`src/rtl/cordic_pkg.sv`:
```
// Shared constants and the in-flight tag type for the CORDIC round-robin scheduler.
// Optional quadrant folding is selected with the CORDIC_QUAD_FOLD_EN macro.
package cordic_pkg;

    localparam logic signed [31:0] ONE_Q16  = 32'sd65536;
    localparam logic signed [31:0] PI_Q16   = 32'sd205887;
    localparam logic signed [31:0] PI_2_Q16 = 32'sd102944;

    // Wide enough for the largest supported requester count (8).
    localparam int TAG_ID_W = 3;

    typedef struct packed {
        logic                valid;
        logic [TAG_ID_W-1:0] id;
`ifdef CORDIC_QUAD_FOLD_EN
        logic                neg;
`endif
    } tag_t;

endpackage

```
`src/rtl/cordic_rr_arbiter.sv`:
```
// Round-robin arbiter: the priority pointer register plus a combinational one-hot grant.
// The search starts one past the last granted index and wraps modulo N_REQ.
module cordic_rr_arbiter #(
    parameter  int N_REQ = 4,
    localparam int ID_W  = $clog2(N_REQ)
) (
    input  logic             clk,
    input  logic             rst,
    input  logic             halt,
    input  logic [N_REQ-1:0] req_valid,
    output logic [N_REQ-1:0] grant,
    output logic [ID_W-1:0]  grant_id,
    output logic             grant_any
);

    logic [ID_W-1:0] ptr_reg;
    logic [ID_W-1:0] idx;

    always_comb begin
        grant     = '0;
        grant_id  = '0;
        grant_any = 1'b0;
        idx       = '0;
        if (!halt) begin
            for (int k = 1; k <= N_REQ; k++) begin
                idx = ID_W'((int'(ptr_reg) + k) % N_REQ);
                if (!grant_any && req_valid[idx]) begin
                    grant_any  = 1'b1;
                    grant[idx] = 1'b1;
                    grant_id   = idx;
                end
            end
        end
    end

    // Pointer resets to the last index so requester 0 wins first.
    always_ff @(posedge clk or posedge rst) begin
        if (rst) begin
            ptr_reg <= ID_W'(N_REQ - 1);
        end else if (grant_any) begin
            ptr_reg <= grant_id;
        end
    end

endmodule

```
`src/rtl/cordic_rr_scheduler.sv`:
```
// Shares one pipelined CORDIC rotation core among N_REQ requesters; a tag line matched
// to the core latency routes each result back. CORDIC_QUAD_FOLD_EN enables operand folding.
module cordic_rr_scheduler
    import cordic_pkg::*;
#(
    parameter  int N_REQ   = 4,
    parameter  int DATA_W  = 32,
    parameter  int LATENCY = 16,
    localparam int ID_W    = $clog2(N_REQ)
) (
    input  logic                    clk,
    input  logic                    rst,
    input  logic                    halt,
    input  logic [N_REQ-1:0]        req_valid,
    output logic [N_REQ-1:0]        req_ready,
    input  logic [N_REQ*DATA_W-1:0] req_x0,
    input  logic [N_REQ*DATA_W-1:0] req_y0,
    input  logic [N_REQ*DATA_W-1:0] req_z0,
    output logic [DATA_W-1:0]       core_x0,
    output logic [DATA_W-1:0]       core_y0,
    output logic [DATA_W-1:0]       core_z0,
    input  logic [DATA_W-1:0]       core_x,
    input  logic [DATA_W-1:0]       core_y,
    output logic [N_REQ-1:0]        rsp_valid,
    output logic [ID_W-1:0]         rsp_id,
    output logic [DATA_W-1:0]       rsp_x,
    output logic [DATA_W-1:0]       rsp_y,
    output logic                    busy
);

    logic [N_REQ-1:0] grant;
    logic [ID_W-1:0]  grant_id;
    logic             grant_any;

    cordic_rr_arbiter #(.N_REQ(N_REQ)) u_arb (
        .clk       (clk),
        .rst       (rst),
        .halt      (halt),
        .req_valid (req_valid),
        .grant     (grant),
        .grant_id  (grant_id),
        .grant_any (grant_any)
    );

    assign req_ready = grant;

    logic [DATA_W-1:0] x_slice [N_REQ];
    logic [DATA_W-1:0] y_slice [N_REQ];
    logic [DATA_W-1:0] z_slice [N_REQ];

    for (genvar gi = 0; gi < N_REQ; gi++) begin : g_slice
        assign x_slice[gi] = req_x0[gi*DATA_W +: DATA_W];
        assign y_slice[gi] = req_y0[gi*DATA_W +: DATA_W];
        assign z_slice[gi] = req_z0[gi*DATA_W +: DATA_W];
    end

    logic [DATA_W-1:0] z_sel;
    logic [DATA_W-1:0] z_issue;
    tag_t              tag_in;

    assign z_sel = z_slice[grant_id];

`ifdef CORDIC_QUAD_FOLD_EN
    localparam logic signed [DATA_W-1:0] PI_D       = DATA_W'(PI_Q16);
    localparam logic signed [DATA_W-1:0] PI_2_D     = DATA_W'(PI_2_Q16);
    localparam logic signed [DATA_W-1:0] NEG_PI_2_D = -PI_2_D;

    logic neg_issue;

    // Rotating by z-pi and negating the result equals rotating by z.
    always_comb begin
        z_issue   = z_sel;
        neg_issue = 1'b0;
        if ($signed(z_sel) > PI_2_D) begin
            z_issue   = z_sel - PI_D;
            neg_issue = 1'b1;
        end else if ($signed(z_sel) < NEG_PI_2_D) begin
            z_issue   = z_sel + PI_D;
            neg_issue = 1'b1;
        end
    end
`else
    assign z_issue = z_sel;
`endif

    always_comb begin
        tag_in       = '0;
        tag_in.valid = grant_any;
        tag_in.id    = TAG_ID_W'(grant_id);
`ifdef CORDIC_QUAD_FOLD_EN
        tag_in.neg   = neg_issue;
`endif
    end

    always_ff @(posedge clk or posedge rst) begin
        if (rst) begin
            core_x0 <= '0;
            core_y0 <= '0;
            core_z0 <= '0;
        end else if (grant_any) begin
            core_x0 <= x_slice[grant_id];
            core_y0 <= y_slice[grant_id];
            core_z0 <= z_issue;
        end
    end

    // Stage 0 lines up with the core input register, stage LATENCY with core_x/core_y.
    tag_t tag_reg [LATENCY+1];

    always_ff @(posedge clk or posedge rst) begin
        if (rst) begin
            for (int i = 0; i <= LATENCY; i++) begin
                tag_reg[i] <= '0;
            end
        end else begin
            tag_reg[0] <= tag_in;
            for (int i = 1; i <= LATENCY; i++) begin
                tag_reg[i] <= tag_reg[i-1];
            end
        end
    end

    logic [LATENCY:0] tag_valid;

    for (genvar gi = 0; gi <= LATENCY; gi++) begin : g_busy
        assign tag_valid[gi] = tag_reg[gi].valid;
    end

    assign busy = |tag_valid;

    tag_t             tag_last;
    logic [N_REQ-1:0] rsp_hit;
    logic [DATA_W-1:0] res_x;
    logic [DATA_W-1:0] res_y;

    assign tag_last = tag_reg[LATENCY];

    for (genvar gi = 0; gi < N_REQ; gi++) begin : g_hit
        assign rsp_hit[gi] = tag_last.valid && (tag_last.id == TAG_ID_W'(gi));
    end

`ifdef CORDIC_QUAD_FOLD_EN
    assign res_x = tag_last.neg ? -core_x : core_x;
    assign res_y = tag_last.neg ? -core_y : core_y;
`else
    assign res_x = core_x;
    assign res_y = core_y;
`endif

    always_ff @(posedge clk or posedge rst) begin
        if (rst) begin
            rsp_valid <= '0;
            rsp_id    <= '0;
            rsp_x     <= '0;
            rsp_y     <= '0;
        end else begin
            rsp_valid <= rsp_hit;
            if (tag_last.valid) begin
                rsp_id <= ID_W'(tag_last.id);
                rsp_x  <= res_x;
                rsp_y  <= res_y;
            end
        end
    end

endmodule
```
`config.mk`:
```
export PLATFORM = sky130hd
export DESIGN_NAME = cordic_rr_scheduler
export DESIGN_NICKNAME = d
export VERILOG_FILES = /design/src/rtl/cordic_pkg.sv /design/src/rtl/cordic_rr_arbiter.sv /design/src/rtl/cordic_rr_scheduler.sv
export SDC_FILE = /design/constraint.sdc
export NUM_CORES = 1
export LEC_CHECK = 0
export ABC_AREA = 1
export BUFFER_PORTS_ARGS = -buffer_cell sky130_fd_sc_hd__clkbuf_2
export CAP_MARGIN = 5
export CORE_AREA = 2 2 243 245
export CTS_CLUSTER_DIAMETER = 30
export CTS_CLUSTER_SIZE = 28
export DETAILED_ROUTE_END_ITERATION = 16
export DIE_AREA = 0 0 245 247
export SKIP_LAST_GASP = 1
export SLEW_MARGIN = 10
export SYNTH_ARGS = -nofsm -noshare
export SYNTH_HDL_FRONTEND = slang
export SYNTH_SLANG_ARGS = --single-unit
```
`constraint.sdc`:
```
create_clock -name clk -period 20.1 [get_ports clk]
set_input_delay 2.01 -clock clk [delete_from_list [all_inputs] [get_ports clk]]
set_output_delay 2.01 -clock clk [all_outputs]
set_load 0.01 [all_outputs]
```
======== Word level (Yosys, flattened, before mapping) ========
Index checks and enable logic that the tools add are counted.
storage, ports and cells
  bits in registers ....................... 219
  bits in latches ......................... 0
  memory bits (writable) .................. 0
  bits in read-only memories .............. 0
  output and inout bits ................... 171
  logic and storage cells ................. 124
  memories ................................ 0
cells by class
  add/subtract/negate cells ............... 4
  multiply operators ...................... 0
  divide/modulo/power cells ............... 0
  order comparisons ....................... 9
  eq/ne operators ......................... 3
  shift-type cells ........................ 0
  mux-type cells .......................... 46
  bitwise operators ....................... 4
  reductions and logical operators ........ 16
operators with widths
  kind                                                                                  number
  32-bit binary-select mux with 2-bit select                                            3
  32-bit 2-to-1 mux                                                                     6
  4-bit 2-to-1 mux                                                                      8
  17-bit OR reduction                                                                   1
  1-bit 2-to-1 mux                                                                      16
  2-bit by 3-bit < comparator with 1-bit output (second input constant)                 4
  4-bit bitwise OR                                                                      3
  1-bit logical AND                                                                     11
  2-bit 2-to-1 mux                                                                      5
  1-bit binary-select mux with 2-bit select                                             4
  1-bit demux with 2-bit select                                                         4
  2-bit by 1-bit greater-or-equal comparator with 1-bit output (second input constant)  4
  2-bit by 1-bit adder with 2-bit output (second input constant)                        2
  2-bit adder (second input constant)                                                   2
  2-bit equality test (second input constant)                                           2
  3-bit greater-or-equal comparator (second input constant)                             1
  1-bit logical NOT                                                                     3
  3-bit logical NOT                                                                     1
  2-bit inverter with 3-bit output                                                      1
  2-bit by 1-bit equality test with 1-bit output (second input constant)                1

======== Logic depth before layout (Yosys ltp) ========
  depth in word-level cells ............... 21
  depth in mapped cells ................... 18

======== By module ========
Synthesis repeated with hierarchy kept, for this count alone.
second synthesis, totals
  cells, all modules ...................... 1851
  area, all modules ....................... 12627.1 µm²
modules (own cells, without submodules)
  module               times used  cells each  area each (µm²)  seq. area each (µm²)
  cordic_rr_scheduler  1           1746        12000.3          5430.2
  cordic_rr_arbiter    1           105         626.9            52.6

======== Least setup slack after synthesis ========
Ideal clock, no wire load.
  path kind ............................... input to output
  from .................................... input port req_valid[2]
  to ...................................... output port req_ready[0]
  arrival time ............................ 2.963 ns
  required time ........................... 18.090 ns
  path slack .............................. 15.127 ns
  stages on the path ...................... 9
  cells stage by stage .................... inv_1 -> nand2_1 -> nand3_1 -> nand2_4 -> nor2_8 -> nand3b_1 -> o21ai_0 -> nand2_1 -> inv_1
between the ends
  word-level cells in the longest chain between the ends .. 16
  elaborated cells on any way between the ends .. 31
  those cells by class .................... mux (22); bitwise (3); reduce/logical (6)
ends and longest elaborated chain
  element                                    RTL line                   RTL
  start: declaration                         cordic_rr_scheduler.sv:14  input logic [N_REQ-1:0] req_valid,
  1-bit binary-select mux with 2-bit select  cordic_rr_arbiter.sv:27    if (!grant_any && req_valid[idx]) begin
  1-bit 2-to-1 mux (not written as such)     cordic_rr_arbiter.sv:27
  1-bit 2-to-1 mux                           cordic_rr_arbiter.sv:27
  1-bit 2-to-1 mux                           cordic_rr_arbiter.sv:24    if (!halt) begin
  1-bit logical NOT                          cordic_rr_arbiter.sv:27
  1-bit logical AND                          cordic_rr_arbiter.sv:27
  1-bit 2-to-1 mux                           cordic_rr_arbiter.sv:27
  1-bit 2-to-1 mux                           cordic_rr_arbiter.sv:24
  1-bit logical NOT                          cordic_rr_arbiter.sv:27
  1-bit logical AND                          cordic_rr_arbiter.sv:27
  1-bit 2-to-1 mux                           cordic_rr_arbiter.sv:27
  1-bit 2-to-1 mux                           cordic_rr_arbiter.sv:24
  1-bit logical NOT                          cordic_rr_arbiter.sv:27
  1-bit logical AND                          cordic_rr_arbiter.sv:27
  4-bit 2-to-1 mux *                         cordic_rr_arbiter.sv:27
  4-bit 2-to-1 mux *                         cordic_rr_arbiter.sv:24
  end: declaration                           cordic_rr_scheduler.sv:15  output logic [N_REQ-1:0] req_ready,
Mark *: on every way between the ends. The rest lies on a longest branch, timed or not. The select of a mux whose other input is x is not followed.

======== Worst setup path after layout ========
  from .................................... input port req_valid[2]
  to ...................................... output port req_ready[1]
Same word-level chain as after synthesis.

==> run metrics <==
total CTS buffers 60; peak supply drop 0.000158 V; number of flops mapped to enable cells by yosys 0; Filler Cell Count 6349; average size of a mapped cell 7.39 µm²; number of maximum-capacitance violations 0; list of most frequent post-synthesis cells 675 x sky130_fd_sc_hd__nand2_1, 217 x sky130_fd_sc_hd__dfrtp_1, 217 x sky130_fd_sc_hd__nand3_1, 87 x sky130_fd_sc_hd__nor2_1, 65 x sky130_fd_sc_hd__o21ai_0; DIE AREA 60500 µm²; worst-case headroom to the max-slew limit 17.6%; instance count along the most critical hold path 0; Hold Startpoint tag_reg[52]; multi-input logic area 5170 µm²; fin crit period 5440 ps; crit end category primary output; setup ws final 14660 ps; Synth Register Bits 219; data required time at the worst endpoint 18090 ps; Top-Level Pins 626; register-to-register path setup slack 15670 ps; largest cells by area after synthesis sky130_fd_sc_hd__dfrtp_1 48%, sky130_fd_sc_hd__nand2_1 22%, sky130_fd_sc_hd__nand3_1 9.5%; met1 demand-to-capacity share in global routing 19.7%; post-cts sizing count 0; number of hold violations in the final report 0; number of vias in the routed layout 12600; count of endpoints failing setup in the final report 0; commonest register cell after synthesis sky130_fd_sc_hd__dfrtp_1; part of the power in registers 22.7%; most used routing layer in global routing met2; clock slew at the register clock pins of the worst setup and hold paths 50 ps; total power density per cell area 195 nW/µm²; total track usage 17.3%; met2 Resource Use GR 31.4%; sequential fraction of the synthesis area 48.0%; global placer's final weighted congestion 0.877; Setup TNS Final 0 ps; switching portion of total power 44.5%; DRT Pass-1 Iters 5; Internal Pwr Total 1.87 mW; unrepaired setup endpoints after global routing false; type of element launching the critical path primary input; via count of the first global-routing pass 12300; first-pass GRT wire length 77700 µm; number of nets in the layout 2609; cell with the most instances after synthesis sky130_fd_sc_hd__nand2_1; worst skew pair latency 600 ps; Mapped Nets 2007; ratio of cells with drive above 1 in the final layout 36.7%; crit path DAT 3430 ps; Antenna Violating Nets Remaining 0; number of setup buffers added after CTS 0; number of remaining DRC errors 0; cts hold-fix bufs 0; Least-Margin Pin Slew 1240 ps; leakage power of the design 9.46 nW; cell taking the most area after synthesis sky130_fd_sc_hd__dfrtp_1; WS Path Type in -> out; post-synthesis cell count 1544; pin count of the biggest net entering global routing 235; antenna violations before repair 16; clk root buf sky130_fd_sc_hd__clkbuf_16; switching power of the nets 1.50 mW; Clock Tree Buf Depth 3; Peak Freq 184 MHz; Syn Std Cell Area 11400 µm²; placed instance area 15100 µm²; std cell rows 89; Post-Place Setup Slack 14660 ps; design area 17300 µm²; number of flip-flops under the largest register name 48; area grow syn2layout 51.9%; outcome completed; start point of the critical path req_valid[2]; starting density of the core 19.6%; final slew viol count 0; biggest fanout along the worst timing path 8; Iteration-0 DRC Markers 558; detailed placer's ending HPWL 40400 µm; Logic pwr share 47.1%; Post-Route Skew 26.4 ps; startpoint of the worst-slack reg-to-reg timing path u_arb.ptr_reg[1]; core region area 58200 µm²; ratio of routed vias to standard cells 4.24; Routed Wire Length 54100 µm; horizontal die dimension 245 µm; number of buffers inserted by port buffering 625; clock tree from TritonCTS done; class of the tightest hold or removal check reg -> reg; drt wl/cell 18.2 µm; number of warnings reported in the yosys synthesis log 0; CTS H-Tree Depth 2; CTS sink count 219; Final Cycle Share 27.0%; Yosys top cell area share 47.6%; met3 capacity usage during global routing 4.56%; share of synthesized registers carrying an async set or reset 100%; Seq. cell area 5480 µm²; height of the chip 247 µm; Yosys cell types 31; remaining global-route overflow 0; worst r2r path cells 16; clock share of power 30.2%
## layout make-up
cell class	instances	area share [%]
Sequential cell	219	31.6
Multi-Input combinational cell	1160	29.8
Inverter	66	1.52
Timing Repair Buffer	639	18.7
Clock buffer	77	9.55
Tap cell	773	5.58
Antenna cell	3	0.0433
Clock inverter	35	3.17
## through the flow
step / instances / power, mW / util (%) / hold WS, ps
detailed placement: 2857 / 2.39 / 26.0 / 335
CTS: 2969 / 3.43 / 29.8 / 306
floorplan: 1544 / 1.79 / - / 331
global route: 2971 / 3.63 / 29.8 / 315
finish: 2972 / 3.37 / 29.8 / 314
global placement: 2857 / 2.38 / 26.0 / 331
## routing by layer
metal  share of wire [%]  up-vias
met4                 3.0        6
met1                  39     5822
met5               0.081        -
met3                 7.5      101
met2                  50      578
li1                    -     6101
## worst paths after layout
check,endpoint
setup / recovery,req_ready[1]
hold / removal,tag_reg[48]
setup reg to reg,core_z0[1]
hold reg to reg,tag_reg[48]
max in group asynchronous,core_z0[13]
min in group asynchronous,rsp_x[0]
## cell usage in the layout, fill, tap and decap left out, types with 2 or more instances in the layout
cell type and n:
sky130_fd_sc_hd__inv_2 2, sky130_fd_sc_hd__clkbuf_8 9, sky130_fd_sc_hd__dfstp_2 2, sky130_fd_sc_hd__nor3_1 3, sky130_fd_sc_hd__ha_1 8, sky130_fd_sc_hd__inv_6 2
sky130_fd_sc_hd__nand3_1 217, sky130_fd_sc_hd__clkbuf_16 60, sky130_fd_sc_hd__inv_1 61, sky130_fd_sc_hd__a31oi_1 4, sky130_fd_sc_hd__nor3b_1 41, sky130_fd_sc_hd__nand2_4 5
sky130_fd_sc_hd__nor2_8 2, sky130_fd_sc_hd__nor2_1 87, sky130_fd_sc_hd__o21ai_0 65, sky130_fd_sc_hd__a21oi_1 2, sky130_fd_sc_hd__nand2_1 673, sky130_fd_sc_hd__clkinv_4 2
sky130_fd_sc_hd__nor4_1 2, sky130_fd_sc_hd__diode_2 3, sky130_fd_sc_hd__clkbuf_1 8, sky130_fd_sc_hd__nand2_2 4, sky130_fd_sc_hd__or2_2 41, sky130_fd_sc_hd__buf_4 13
sky130_fd_sc_hd__dfrtp_1 216, sky130_fd_sc_hd__clkinv_2 13, sky130_fd_sc_hd__bufinv_16 11, sky130_fd_sc_hd__clkbuf_2 625, sky130_fd_sc_hd__clkinvlp_4 5, sky130_fd_sc_hd__clkinv_16 3
## power groups by stage
stage                     combinational (mW)  clock, mW  sequential, mW
final                                   1.59       1.02           0.767
after global routing                    1.78       1.06           0.789
after CTS                               1.62       1.04           0.768
after detailed placement                1.62          0           0.769
after global placement                  1.61          0           0.767
after floorplan                        0.968          0           0.822
## kinds of logic (layout without fill, tap and decap cells)
family	Yosys count	count (layout)	share of synthesized area (%)
and+or+nand+nor	1079	1079	40.8
DFF	219	219	48.0
buffers and inverters	165	817	6.96
AOI/OAI and AO/OA	73	73	3.30
adders and majority gates	8	8	0.877
other	0	3	0
## worst max-delay path, cell delays in order
cell	delay, ps
sky130_fd_sc_hd__clkbuf_2	100
sky130_fd_sc_hd__inv_1	70
sky130_fd_sc_hd__nand2_1	60
sky130_fd_sc_hd__nand3_1	160
sky130_fd_sc_hd__nand2_4	100
sky130_fd_sc_hd__nor2_8	170
sky130_fd_sc_hd__nand3b_1	250
sky130_fd_sc_hd__o21ai_0	250
sky130_fd_sc_hd__nand2_1	70
sky130_fd_sc_hd__inv_1	50
sky130_fd_sc_hd__clkbuf_2	130
No activity file was read; power rests on OpenSTA's default activity.
